### config.mk
export PLATFORM = sky130hd
export DESIGN_NAME = button_conditioner
export DESIGN_NICKNAME = d
export VERILOG_FILES = /design/src/rtl/button_conditioner.sv
export SDC_FILE = /design/constraint.sdc
export NUM_CORES = 1
export LEC_CHECK = 0
export CAP_MARGIN = 10
export CORE_AREA = 2 2 150 152
export CTS_CLUSTER_DIAMETER = 200
export DETAILED_ROUTE_END_ITERATION = 10
export DIE_AREA = 0 0 152 154
export GPL_TIMING_DRIVEN = 0
export HOLD_SLACK_MARGIN = 0.08
export PLACE_DENSITY = 0.6
export REMOVE_ABC_BUFFERS = 1
export SLEW_MARGIN = 20
export SYNTH_ARGS = -nofsm -noshare
export SYNTH_HDL_FRONTEND = slang
export SYNTH_HIERARCHICAL = 1
export SYNTH_SLANG_ARGS = --single-unit
### constraint.sdc
create_clock -name clk -period 3.2 [get_ports clk]
set_clock_uncertainty 0.15 [all_clocks]
set_input_delay 0.96 -clock clk [delete_from_list [all_inputs] [get_ports clk]]
set_output_delay 0.96 -clock clk [all_outputs]
set_load 0.05 [all_outputs]
### src/rtl/button_conditioner.sv
// ---------------------------------------------------------------------------
// button_conditioner
//   Front end for the game core: synchronises and debounces the five board
//   keys and the flag/mine mode switch. Each accepted key press yields one
//   single-cycle pulse on button_o; the switch yields a clean level.
//
//   Bit order on all key vectors: [4] centre, [3] left, [2] right,
//   [1] up, [0] down.
//
//   Ports:
//     clk            system clock
//     rst_n          asynchronous active-low reset
//     key_raw_i[4:0] raw board keys, asynchronous to clk
//     switch_raw_i   raw flag/mine mode switch, asynchronous
//     button_o[4:0]  one-cycle press pulses (registered)
//     button_level_o debounced held level per key, 1 = held (registered)
//     fm_switch_o    debounced switch level (registered)
//
//   Optional feature macro: BUTTON_AUTOREPEAT_EN
//     When defined, the direction keys [3:0] auto-repeat while held:
//     first repeat REPEAT_DELAY cycles after the accepting pulse, then
//     every REPEAT_PERIOD cycles. The centre key never repeats. When not
//     defined, no repeat counters exist and each press pulses once.
// ---------------------------------------------------------------------------

// Debounce FSM for one synchronised channel. Produces a registered level
// and, when PULSE_EN is set, a registered one-cycle pulse on acceptance.
module button_debounce_channel #(
    parameter int DEBOUNCE_CYCLES = 2000000,
    parameter bit PULSE_EN        = 1'b1
`ifdef BUTTON_AUTOREPEAT_EN
    ,
    parameter bit REPEAT_EN       = 1'b0,
    parameter int REPEAT_DELAY    = 50000000,
    parameter int REPEAT_PERIOD   = 10000000
`endif
) (
    input  logic clk,
    input  logic rst_n,
    input  logic sample,
    output logic pulse,
    output logic level
);

    // Wide enough to hold DEBOUNCE_CYCLES itself, so the counter can rest
    // at its terminal value after a transition instead of wrapping.
    localparam int CNT_W = $clog2(DEBOUNCE_CYCLES + 1);
    localparam logic [CNT_W-1:0] CNT_ZERO = CNT_W'(0);
    localparam logic [CNT_W-1:0] CNT_ONE  = CNT_W'(1);
    localparam logic [CNT_W-1:0] CNT_LAST = CNT_W'(DEBOUNCE_CYCLES - 1);
    localparam logic [CNT_W-1:0] CNT_FULL = CNT_W'(DEBOUNCE_CYCLES);

    typedef enum logic [1:0] {
        ST_IDLE         = 2'd0,
        ST_PRESS_WAIT   = 2'd1,
        ST_HELD         = 2'd2,
        ST_RELEASE_WAIT = 2'd3
    } state_t;

    state_t           state_r, next_state_s;
    logic [CNT_W-1:0] cnt_r, next_cnt_s;
    logic             level_r, next_level_s;
    logic             pulse_r;
    logic             accept_s;
    logic             rpt_fire_s;

    // Next-state, counter and level decode. The incoming sample is the
    // D-th consecutive one when the counter already holds D-1.
    always_comb begin
        next_state_s = state_r;
        next_cnt_s   = cnt_r;
        next_level_s = level_r;
        accept_s     = 1'b0;
        case (state_r)
            ST_IDLE: begin
                if (sample) begin
                    next_state_s = ST_PRESS_WAIT;
                    next_cnt_s   = CNT_ONE;
                end else begin
                    next_state_s = ST_IDLE;
                end
            end
            ST_PRESS_WAIT: begin
                if (!sample) begin
                    next_state_s = ST_IDLE;
                    next_cnt_s   = CNT_ZERO;
                end else if (cnt_r >= CNT_LAST) begin
                    next_state_s = ST_HELD;
                    next_cnt_s   = CNT_FULL;
                    next_level_s = 1'b1;
                    accept_s     = PULSE_EN;
                end else begin
                    next_cnt_s   = cnt_r + CNT_ONE;
                end
            end
            ST_HELD: begin
                if (!sample) begin
                    next_state_s = ST_RELEASE_WAIT;
                    next_cnt_s   = CNT_ONE;
                end else begin
                    next_state_s = ST_HELD;
                end
            end
            ST_RELEASE_WAIT: begin
                if (sample) begin
                    // Release bounce: back to held, no new pulse.
                    next_state_s = ST_HELD;
                    next_cnt_s   = CNT_FULL;
                end else if (cnt_r >= CNT_LAST) begin
                    next_state_s = ST_IDLE;
                    next_cnt_s   = CNT_FULL;
                    next_level_s = 1'b0;
                end else begin
                    next_cnt_s   = cnt_r + CNT_ONE;
                end
            end
            default: begin
                next_state_s = ST_IDLE;
                next_cnt_s   = CNT_ZERO;
                next_level_s = 1'b0;
            end
        endcase
    end

    // FSM state, debounce counter and registered outputs.
    always_ff @(posedge clk or negedge rst_n) begin
        if (!rst_n) begin
            state_r <= ST_IDLE;
            cnt_r   <= CNT_ZERO;
            level_r <= 1'b0;
            pulse_r <= 1'b0;
        end else begin
            state_r <= next_state_s;
            cnt_r   <= next_cnt_s;
            level_r <= next_level_s;
            pulse_r <= accept_s | rpt_fire_s;
        end
    end

`ifdef BUTTON_AUTOREPEAT_EN
    generate
        if (REPEAT_EN) begin : g_repeat
            localparam int RPT_MAX = (REPEAT_DELAY > REPEAT_PERIOD) ? REPEAT_DELAY : REPEAT_PERIOD;
            localparam int RPT_W   = $clog2(RPT_MAX + 1);

            logic [RPT_W-1:0] rpt_cnt_r;
            logic [RPT_W-1:0] rpt_limit_s;
            logic             rpt_in_delay_r;

            // First repeat waits REPEAT_DELAY, later ones REPEAT_PERIOD.
            always_comb begin
                if (rpt_in_delay_r) begin
                    rpt_limit_s = RPT_W'(REPEAT_DELAY);
                end else begin
                    rpt_limit_s = RPT_W'(REPEAT_PERIOD);
                end
            end

            // Fire only while staying in HELD; release-wait suspends repeats.
            always_comb begin
                if ((state_r == ST_HELD) && (next_state_s == ST_HELD) &&
                    (rpt_cnt_r == rpt_limit_s)) begin
                    rpt_fire_s = 1'b1;
                end else begin
                    rpt_fire_s = 1'b0;
                end
            end

            // rpt_cnt_r holds cycles since the last pulse (1 on the pulse edge).
            always_ff @(posedge clk or negedge rst_n) begin
                if (!rst_n) begin
                    rpt_cnt_r      <= RPT_W'(0);
                    rpt_in_delay_r <= 1'b1;
                end else if (next_state_s != ST_HELD) begin
                    rpt_cnt_r      <= RPT_W'(0);
                    rpt_in_delay_r <= 1'b1;
                end else if (state_r == ST_PRESS_WAIT) begin
                    rpt_cnt_r      <= RPT_W'(1);
                    rpt_in_delay_r <= 1'b1;
                end else if (state_r == ST_RELEASE_WAIT) begin
                    // Back from a release bounce: period timing, not delay.
                    rpt_cnt_r      <= RPT_W'(1);
                    rpt_in_delay_r <= 1'b0;
                end else if (rpt_fire_s) begin
                    rpt_cnt_r      <= RPT_W'(1);
                    rpt_in_delay_r <= 1'b0;
                end else begin
                    rpt_cnt_r      <= rpt_cnt_r + RPT_W'(1);
                    rpt_in_delay_r <= rpt_in_delay_r;
                end
            end
        end else begin : g_no_repeat
            assign rpt_fire_s = 1'b0;
        end
    endgenerate
`else
    assign rpt_fire_s = 1'b0;
`endif

    assign pulse = pulse_r;
    assign level = level_r;

endmodule

module button_conditioner #(
    parameter int DEBOUNCE_CYCLES = 2000000,
    parameter bit KEY_ACTIVE_HIGH = 1'b1,
    parameter int REPEAT_DELAY    = 50000000,
    parameter int REPEAT_PERIOD   = 10000000
) (
    input  logic       clk,
    input  logic       rst_n,
    input  logic [4:0] key_raw_i,
    input  logic       switch_raw_i,
    output logic [4:0] button_o,
    output logic [4:0] button_level_o,
    output logic       fm_switch_o
);

    localparam logic [4:0] KEY_INVERT = KEY_ACTIVE_HIGH ? 5'b00000 : 5'b11111;

    logic [4:0] key_norm_s;
    logic [4:0] key_meta_r;
    logic [4:0] key_sync_r;
    logic       sw_meta_r;
    logic       sw_sync_r;
    logic       sw_pulse_unused_s;

    // Keys are normalised so that 1 always means pressed.
    assign key_norm_s = key_raw_i ^ KEY_INVERT;

    // Two-flop synchronisers; reset value is "not pressed" / switch low.
    always_ff @(posedge clk or negedge rst_n) begin
        if (!rst_n) begin
            key_meta_r <= 5'b00000;
            key_sync_r <= 5'b00000;
            sw_meta_r  <= 1'b0;
            sw_sync_r  <= 1'b0;
        end else begin
            key_meta_r <= key_norm_s;
            key_sync_r <= key_meta_r;
            sw_meta_r  <= switch_raw_i;
            sw_sync_r  <= sw_meta_r;
        end
    end

    generate
        for (genvar k = 0; k < 5; k++) begin : g_key
            button_debounce_channel #(
                .DEBOUNCE_CYCLES (DEBOUNCE_CYCLES),
                .PULSE_EN        (1'b1)
`ifdef BUTTON_AUTOREPEAT_EN
                ,
                .REPEAT_EN       ((k != 4) ? 1'b1 : 1'b0),
                .REPEAT_DELAY    (REPEAT_DELAY),
                .REPEAT_PERIOD   (REPEAT_PERIOD)
`endif
            ) u_chan (
                .clk    (clk),
                .rst_n  (rst_n),
                .sample (key_sync_r[k]),
                .pulse  (button_o[k]),
                .level  (button_level_o[k])
            );
        end
    endgenerate

    button_debounce_channel #(
        .DEBOUNCE_CYCLES (DEBOUNCE_CYCLES),
        .PULSE_EN        (1'b0)
`ifdef BUTTON_AUTOREPEAT_EN
        ,
        .REPEAT_EN       (1'b0),
        .REPEAT_DELAY    (REPEAT_DELAY),
        .REPEAT_PERIOD   (REPEAT_PERIOD)
`endif
    ) u_switch (
        .clk    (clk),
        .rst_n  (rst_n),
        .sample (sw_sync_r),
        .pulse  (sw_pulse_unused_s),
        .level  (fm_switch_o)
    );

endmodule

# After elaboration in Yosys (flattened, before gate mapping)
# Index checks and enable logic that the tools add are counted.
[classes] add_sub_neg=6 n_lt_le_gt_ge=6 eq_ne=66 muxes=123 reduce_logical=30
[ops] operator="$mux 21" n=30
[ops] operator="$pmux 21 s4" n=6
[ops] operator="$add 21x1->21 const B" n=6
[ops] operator="$ge 21x21->1 const B" n=6
[ops] operator="$mux 1" n=51
[ops] operator="$mux 2" n=24
[ops] operator="$ne 2x2->1 const B" n=24
[ops] operator="$pmux 2 s4" n=6
[ops] operator="$ne 3x2->1 const B" n=12
[ops] operator="$reduce_and 5->1" n=6
[ops] operator="$eq 2x2->1 const B" n=12
[ops] operator="$ne 2x1->1 const B" n=12
[ops] operator="$reduce_and 2->1" n=12
[ops] operator="$eq 2x1->1 const B" n=6
[ops] operator="$logic_not 2->1" n=6
[ops] operator="$pmux 1 s2" n=6
[ops] operator="$reduce_bool 2->1" n=6
[totals] reg_bits=161 inputBits=8 wordCells=258

# Depth between registers and ports, before layout
# Gate-level depths: netlist of run 1.
[depth] ltp_word=4 depth_mapped=8

# By module
# The synthesis of run 1 kept the hierarchy.
[by_module_without_submodules] mod="button_debounce_channel at g_key[1].u_chan ..." instances=4 cells_per_inst=158 area_each_um2=1465.2 seq_area_each_um2=625.6
[by_module_without_submodules] mod="button_debounce_channel at g_key[0].u_chan" instances=1 cells_per_inst=180 area_each_um2=1570.3 seq_area_each_um2=625.6
[by_module_without_submodules] mod="button_debounce_channel at u_switch" instances=1 cells_per_inst=175 area_each_um2=1540.2 seq_area_each_um2=600.6
[by_module_without_submodules] mod="button_conditioner" instances=1 cells_per_inst=12 area_each_um2=300.3 seq_area_each_um2=300.3

# Worst setup path after synthesis of run 1
# Ideal clock, no wire load.
[synth_timing] kind="register -> register" startpoint="register g_key[1].u_chan.cnt_r[12]" endpoint="register with a tool-made name" arrival_ns=1.942 setup_slack_ns=0.983 stages_incl_launch_ff=7 n_path_buf=0 path_cell_list="dfrtp_1 > or4_1 > or2_0 > o2111ai_2 > nand3_2 > nand2_1 > mux2_2"
[synth_lines] element="start, declared" line_no="61" text="logic [CNT_W-1:0] cnt_r, next_cnt_s;"
[synth_lines] element="start signal, assigned" line_no="134" text="cnt_r <= next_cnt_s;"

# Worst setup path in the final report of run 1
[layout_timing] startpoint="register u_switch.level_r, in the netlist u_switch/level" endpoint="output port fm_switch_o"
[layout_lines] element="start, declared" line_no="62" text="logic level_r, next_level_s;"
[layout_lines] element="start signal, assigned" line_no="135" text="level_r <= next_level_s;"
[layout_lines] element="end, declared" line_no="217" text="output logic fm_switch_o"
# No word-level cell between the ends.

==> run metrics, run 1 <==
I/O pin count=19; worst slack, placed=607.4 ps; hold_buf cts=0; worst reg2reg endpoint=g_key[0].u_chan/cnt_r[2]; LEAKAGE=4.166 nW; clock buffer depth=2; die width=152 µm; DR WL/cell=15.23 µm; status=finished clean; total count of max-transition violations in the final report=0; post-route design area=10210 µm²; CP max stage cell=clkdlybuf4s50_1; Gate Count Post-Synth=997; fin crit period=2727 ps; number of cells on the worst hold path=0; number of cell rows=54; CP endpoint kind=output pin; synthesized cell area=9260 µm²; CP Buf/Inv Count=1; area growth from synthesis to layout=10.23%; Crit path max-delay family=buffers and inverters; die area=23410 µm²; CP arrival=1620 ps; total setup buffers inserted after CTS=0; peak supply drop=0.0003096 V; clk_lat worst skew=430 ps; HPWL Detailed=13220 µm; Post-DP Area=9614 µm²; critical path launch point type=flop; DR pass1 iterations=5; Setup-failing EPs final=0; Total Power=4.476 mW; die height=154 µm; cells along the critical path=clkdlybuf4s50_1; Filler Cell Count=2033; drt initial violations=388; post-route ant nets=0; Core Area=21690 µm²; GR Overflow Total=0; first-pass GRT wire length=34000 µm; pwr/cell area=438.5 nW/µm²; number of global-route vias before repair=7018; clk sink count=161; Tot GR Track Use=0.1721; vias per cell=5.739; Max Cap Viol=0; r2r setup slk=580 ps; Root Buffer=clkbuf_16; fin nets=1006; largest fanout on the critical path=3; Buffers on Ports=18; Ys Warns=6; Setup WS post-layout=472.6 ps; worst endpoint required time=2090 ps; final hold viol count=0; actual slew at the worst max-slew pin=1055 ps; relative slew slack=0.2922; Clock Pin Slew Worst Setup and Hold Paths=70 ps; Tcrit/Tclk final=0.8523; H-tree Lvls=4; share of layout cells above drive strength 1=0.08657; fmax=366.6 MHz; hold crit path type=flop to flop; routed vias=7375; drt total wl=19570 µm; post-cts resize count=0; Synth Area per Inst=9.288 µm²; RD Place Congestion=0.8214; effective utilization at floorplan=0.4270; pin count of the biggest net entering global routing=96; CTS tree=yes; Worst Hold End=sw_sync_r; Setup TNS=0 ps; initial antenna violation count=0; ant diodes=0; Residual DRC=0; Reg2Reg Depth=5; RSZ-0062 raised after global routing=no; cts bufs inserted=17; crit path kind=flop to output pin; final hold slack=199.0 ps; slowest stage delay, CP=810 ps; Hold Crit Start=sw_meta_r
## where the power goes
part	switching, mW	internal [mW]	leakage [nW]
sequential	0.0738	2.07	2.19
clock	0.848	1.23	0.287
combinational	0.161	0.0918	1.69
## state kept, by name (all words and copies together), names as in the netlist, named ones only
signal	cells
sw_sync_r	1
g_key.u_chan/pulse	5
u_switch/state_r	1
u_switch/level	1
key_meta_r	5
sw_meta_r	1
g_key.u_chan/level	5
g_key.u_chan/cnt_r	105
g_key.u_chan/state_r	5
key_sync_r	5
u_switch/cnt_r	21
## metal layers
layer	global-route usage	share of wire	up-vias
li1	-	-	3656
met3	0.03326	0.029	16
met5	0	0	-
met4	0.05162	0.011	0
met2	0.2769	0.47	101
met1	0.2364	0.49	3602
## per-stage QoR
| step | cells | utilization |
|---|---|---|
| final | 1285 | 0.4706 |
| after global routing | 1285 | 0.4706 |
| after CTS | 1285 | 0.4706 |
| after detailed placement | 1253 | 0.4433 |
| after global placement | 1252 | 0.4418 |
| after floorplan | 954 | - |
## cells in the final DEF (no fill, tap or decap), drive strengths merged, types with 19 or more instances in the layout
master and n:
xor2 40, nand3 59, o21ai 25, and4 19
nor3 22, inv 25, nor4 25, a21oi 44
nor2 127, clkbuf 19, and3 25, nand2 92
xnor2 32, dfrtp 161, nand4 27
## cell type report
class / instances / area [µm²] / area share
Tap cell: 280 / 350.3 / 0.03432
Timing Repair Buffer: 19 / 212.7 / 0.02084
Multi-Input combinational cell: 770 / 4936 / 0.4836
Inverter: 23 / 86.33 / 0.008458
Clock inverter: 13 / 160.2 / 0.01569
Sequential cell: 161 / 4029 / 0.3947
Clock buffer: 19 / 432.9 / 0.04241
## how the worst max path moves through the flow
stage | startpoint | to | slack [ps] | cells past startpoint
2_1_floorplan | g_key[1].u_chan/cnt_r[12] | flop | 980 | 6
3_3_place_gp | rst_n | u_switch/level | -5810 | 1
3_5_place_dp | flop | g_key[0].u_chan/cnt_r[2] | 610 | 5
4_1_cts | u_switch/level | fm_switch_o | 450 | 1
5_1_grt | flop | g_key[0].u_chan/cnt_r[2] | 390 | 5
6_report | u_switch/level | fm_switch_o | 470 | 1
Power figures use the tool's default switching activity.
==> run 2, diff against run 1 <==
--- a/config.mk
+++ b/config.mk
@@ -14,6 +14,7 @@
 export HOLD_SLACK_MARGIN = 0.08
 export PLACE_DENSITY = 0.6
 export REMOVE_ABC_BUFFERS = 1
+export SETUP_SLACK_MARGIN = 0.3
 export SLEW_MARGIN = 20
 export SYNTH_ARGS = -nofsm -noshare
 export SYNTH_HDL_FRONTEND = slang
==> results of run 2 <==
The final DEF is identical to that of run 1; final timing and power are the same.
==> run 3, diff against run 2 <==
--- a/config.mk
+++ b/config.mk
@@ -5,11 +5,12 @@
 export SDC_FILE = /design/constraint.sdc
 export NUM_CORES = 1
 export LEC_CHECK = 0
+export ABC_AREA = 1
 export CAP_MARGIN = 10
-export CORE_AREA = 2 2 150 152
+export CORE_AREA = 2 2 161 163
 export CTS_CLUSTER_DIAMETER = 200
 export DETAILED_ROUTE_END_ITERATION = 10
-export DIE_AREA = 0 0 152 154
+export DIE_AREA = 0 0 163 165
 export GPL_TIMING_DRIVEN = 0
 export HOLD_SLACK_MARGIN = 0.08
 export PLACE_DENSITY = 0.6
==> run metrics, run 3 <==
r2r setup slk=770 ps (+190 ps); worst endpoint required time=2090 ps (about the same); vias per cell=4.687 (-18%); Setup-failing EPs final=0 (unchanged); ant diodes=0 (unchanged); clock buffer depth=2 (unchanged); Crit path max-delay family=buffers and inverters; total setup buffers inserted after CTS=0 (unchanged); RSZ-0062 raised after global routing=no; critical path launch point type=flop; GR Overflow Total=0 (unchanged); CP endpoint kind=output pin; Levels on crit path=1 (unchanged); Critical Path Sink=button_level_o[3]; number of cell rows=58 (+7.4%); final non-filler cell total=1875 (+46%); Setup TNS=0 ps (unchanged); CP arrival=1600 ps (-20 ps); Root Buffer=clkbuf_16; area growth from synthesis to layout=10.40%; cts bufs inserted=17 (unchanged); cells along the critical path=clkdlybuf4s50_1; I/O pin count=19 (unchanged); Largest regs=g_key.u_chan/cnt_r x105, u_switch/cnt_r x21; Critical Path Start=g_key[3].u_chan/level; initial antenna violation count=0 (unchanged); largest fanout on the critical path=2 (-1); drt total wl=21870 µm (+12%); slowest stage delay, CP=830 ps (+20 ps); Core Area=25040 µm² (+15%); die area=26900 µm² (+15%); clk_lat worst skew=430 ps (about the same); final hold viol count=0 (unchanged); post-cts resize count=0 (unchanged); highest-count cells in the layout ignoring fill and taps=nand2_1 (497), inv_1 (215), nor2_1 (162), dfrtp_1 (161), nand3_1 (77); Hold Crit Start=key_meta_r[4]; share of layout cells above drive strength 1=0.1346 (+0.04806); Reg2Reg Depth=7 (+2); routed vias=8789 (+19%); Tot GR Track Use=0.1735 (+0.001466); Max Cap Viol=0 (unchanged); CTS tree=yes; placed cells=1844 (+47%); Ys Warns=6 (unchanged); met3 wire len=528 µm (-8.0%); pwr/cell area=397.7 nW/µm² (-9.3%); synthesized cell area=10630 µm² (+15%); fmax=369.4 MHz (+0.74%); Residual DRC=0 (unchanged); DR pass1 iterations=5 (unchanged); crit path kind=flop to output pin; CP Buf/Inv Count=1 (unchanged); wire length on met1=10980 µm (+14%); CP max stage cell=clkdlybuf4s50_1; final hold slack=203.3 ps (+4.269 ps); max reg flops=105 (unchanged); total count of max-transition violations in the final report=0 (unchanged); Clock Pin Slew Worst Setup and Hold Paths=70 ps (about the same); clk sink count=161 (unchanged); first-pass GRT wire length=38890 µm (+14%); post-route ant nets=0 (unchanged); fin crit period=2707 ps (-20.10 ps); actual slew at the worst max-slew pin=798.3 ps (-256.3 ps); status=finished clean; DR WL/cell=11.66 µm (-23%); number of global-route vias before repair=8485 (+21%); Synth Area per Inst=6.987 µm² (-25%); pin count of the biggest net entering global routing=64 (-33%); most common cell after layout, fill and taps aside=nand2_1; relative slew slack=0.4665 (+0.1743); fin nets=1547 (+54%); Buffers on Ports=18 (unchanged); Final Core Density=0.4686 (-0.002020); hold crit path type=flop to flop; peak supply drop=0.0002760 V (-11%); effective utilization at floorplan=0.4245 (-0.002477); RD Place Congestion=0.8286 (+0.88%); Met2 Wirelength=10140 µm (+11%); die height=165 µm (+7.1%); hold_buf cts=0 (unchanged); HPWL Detailed=15370 µm (+16%); LEAKAGE=5.575 nW (+34%); H-tree Lvls=4 (unchanged); Most flops, register=g_key.u_chan/cnt_r; Gate Count Post-Synth=1521 (+53%); die width=163 µm (+7.2%); highest metal layer with signal wires=met4; drt initial violations=511 (+32%); worst reg2reg endpoint=g_key[0].u_chan/cnt_r[9]; Tcrit/Tclk final=0.8460 (-0.006281)
run 3: per-stage QoR:
step	power, mW	cell area [µm²]	setup slack [ps]
floorplan	2.288	10420	1237
global placement	2.388	11010	-5968
detailed placement	2.398	11070	733.0
CTS	4.745	11730	454.0
global route	4.865	11730	426.5
finish	4.666	11730	492.7
run 3: layout make-up:
class | instances | area, µm²
inverter | 228 | 855.8
sequential | 161 | 4029
multi-input combinational | 1105 | 5534
tap | 330 | 412.9
clock buffer | 18 | 439.2
clock inverter | 13 | 221.5
timing repair buffer | 20 | 240.2
fill | 2470 | 13300
run 3: report_power, final:
group | switching (mW) | internal [mW] | leakage (nW)
sequential | 0.0429 | 2.07 | 2.19
clock | 0.889 | 1.42 | 0.321
combinational | 0.179 | 0.0624 | 3.07
total | 1.11 | 3.55 | 5.58
run 3: routing by layer:
layer | GRT usage | vias to the layer above
met5 | 0 | -
met4 | 0.05068 | 0
met3 | 0.02511 | 16
met2 | 0.2914 | 81
met1 | 0.2330 | 4001
li1 | - | 4691
run 3: how the worst min path moves through the flow:
| stage | endpoint | slack, ps | cells past startpoint |
|---|---|---|---|
| CTS | key_sync_r[4] | 200 | 0 |
| detailed placement | key_sync_r[4] | 190 | 0 |
| global route | key_sync_r[4] | 210 | 0 |
| global placement | key_sync_r[4] | 180 | 0 |
| floorplan | key_sync_r[0] | 180 | 0 |
| finish | key_sync_r[4] | 200 | 0 |
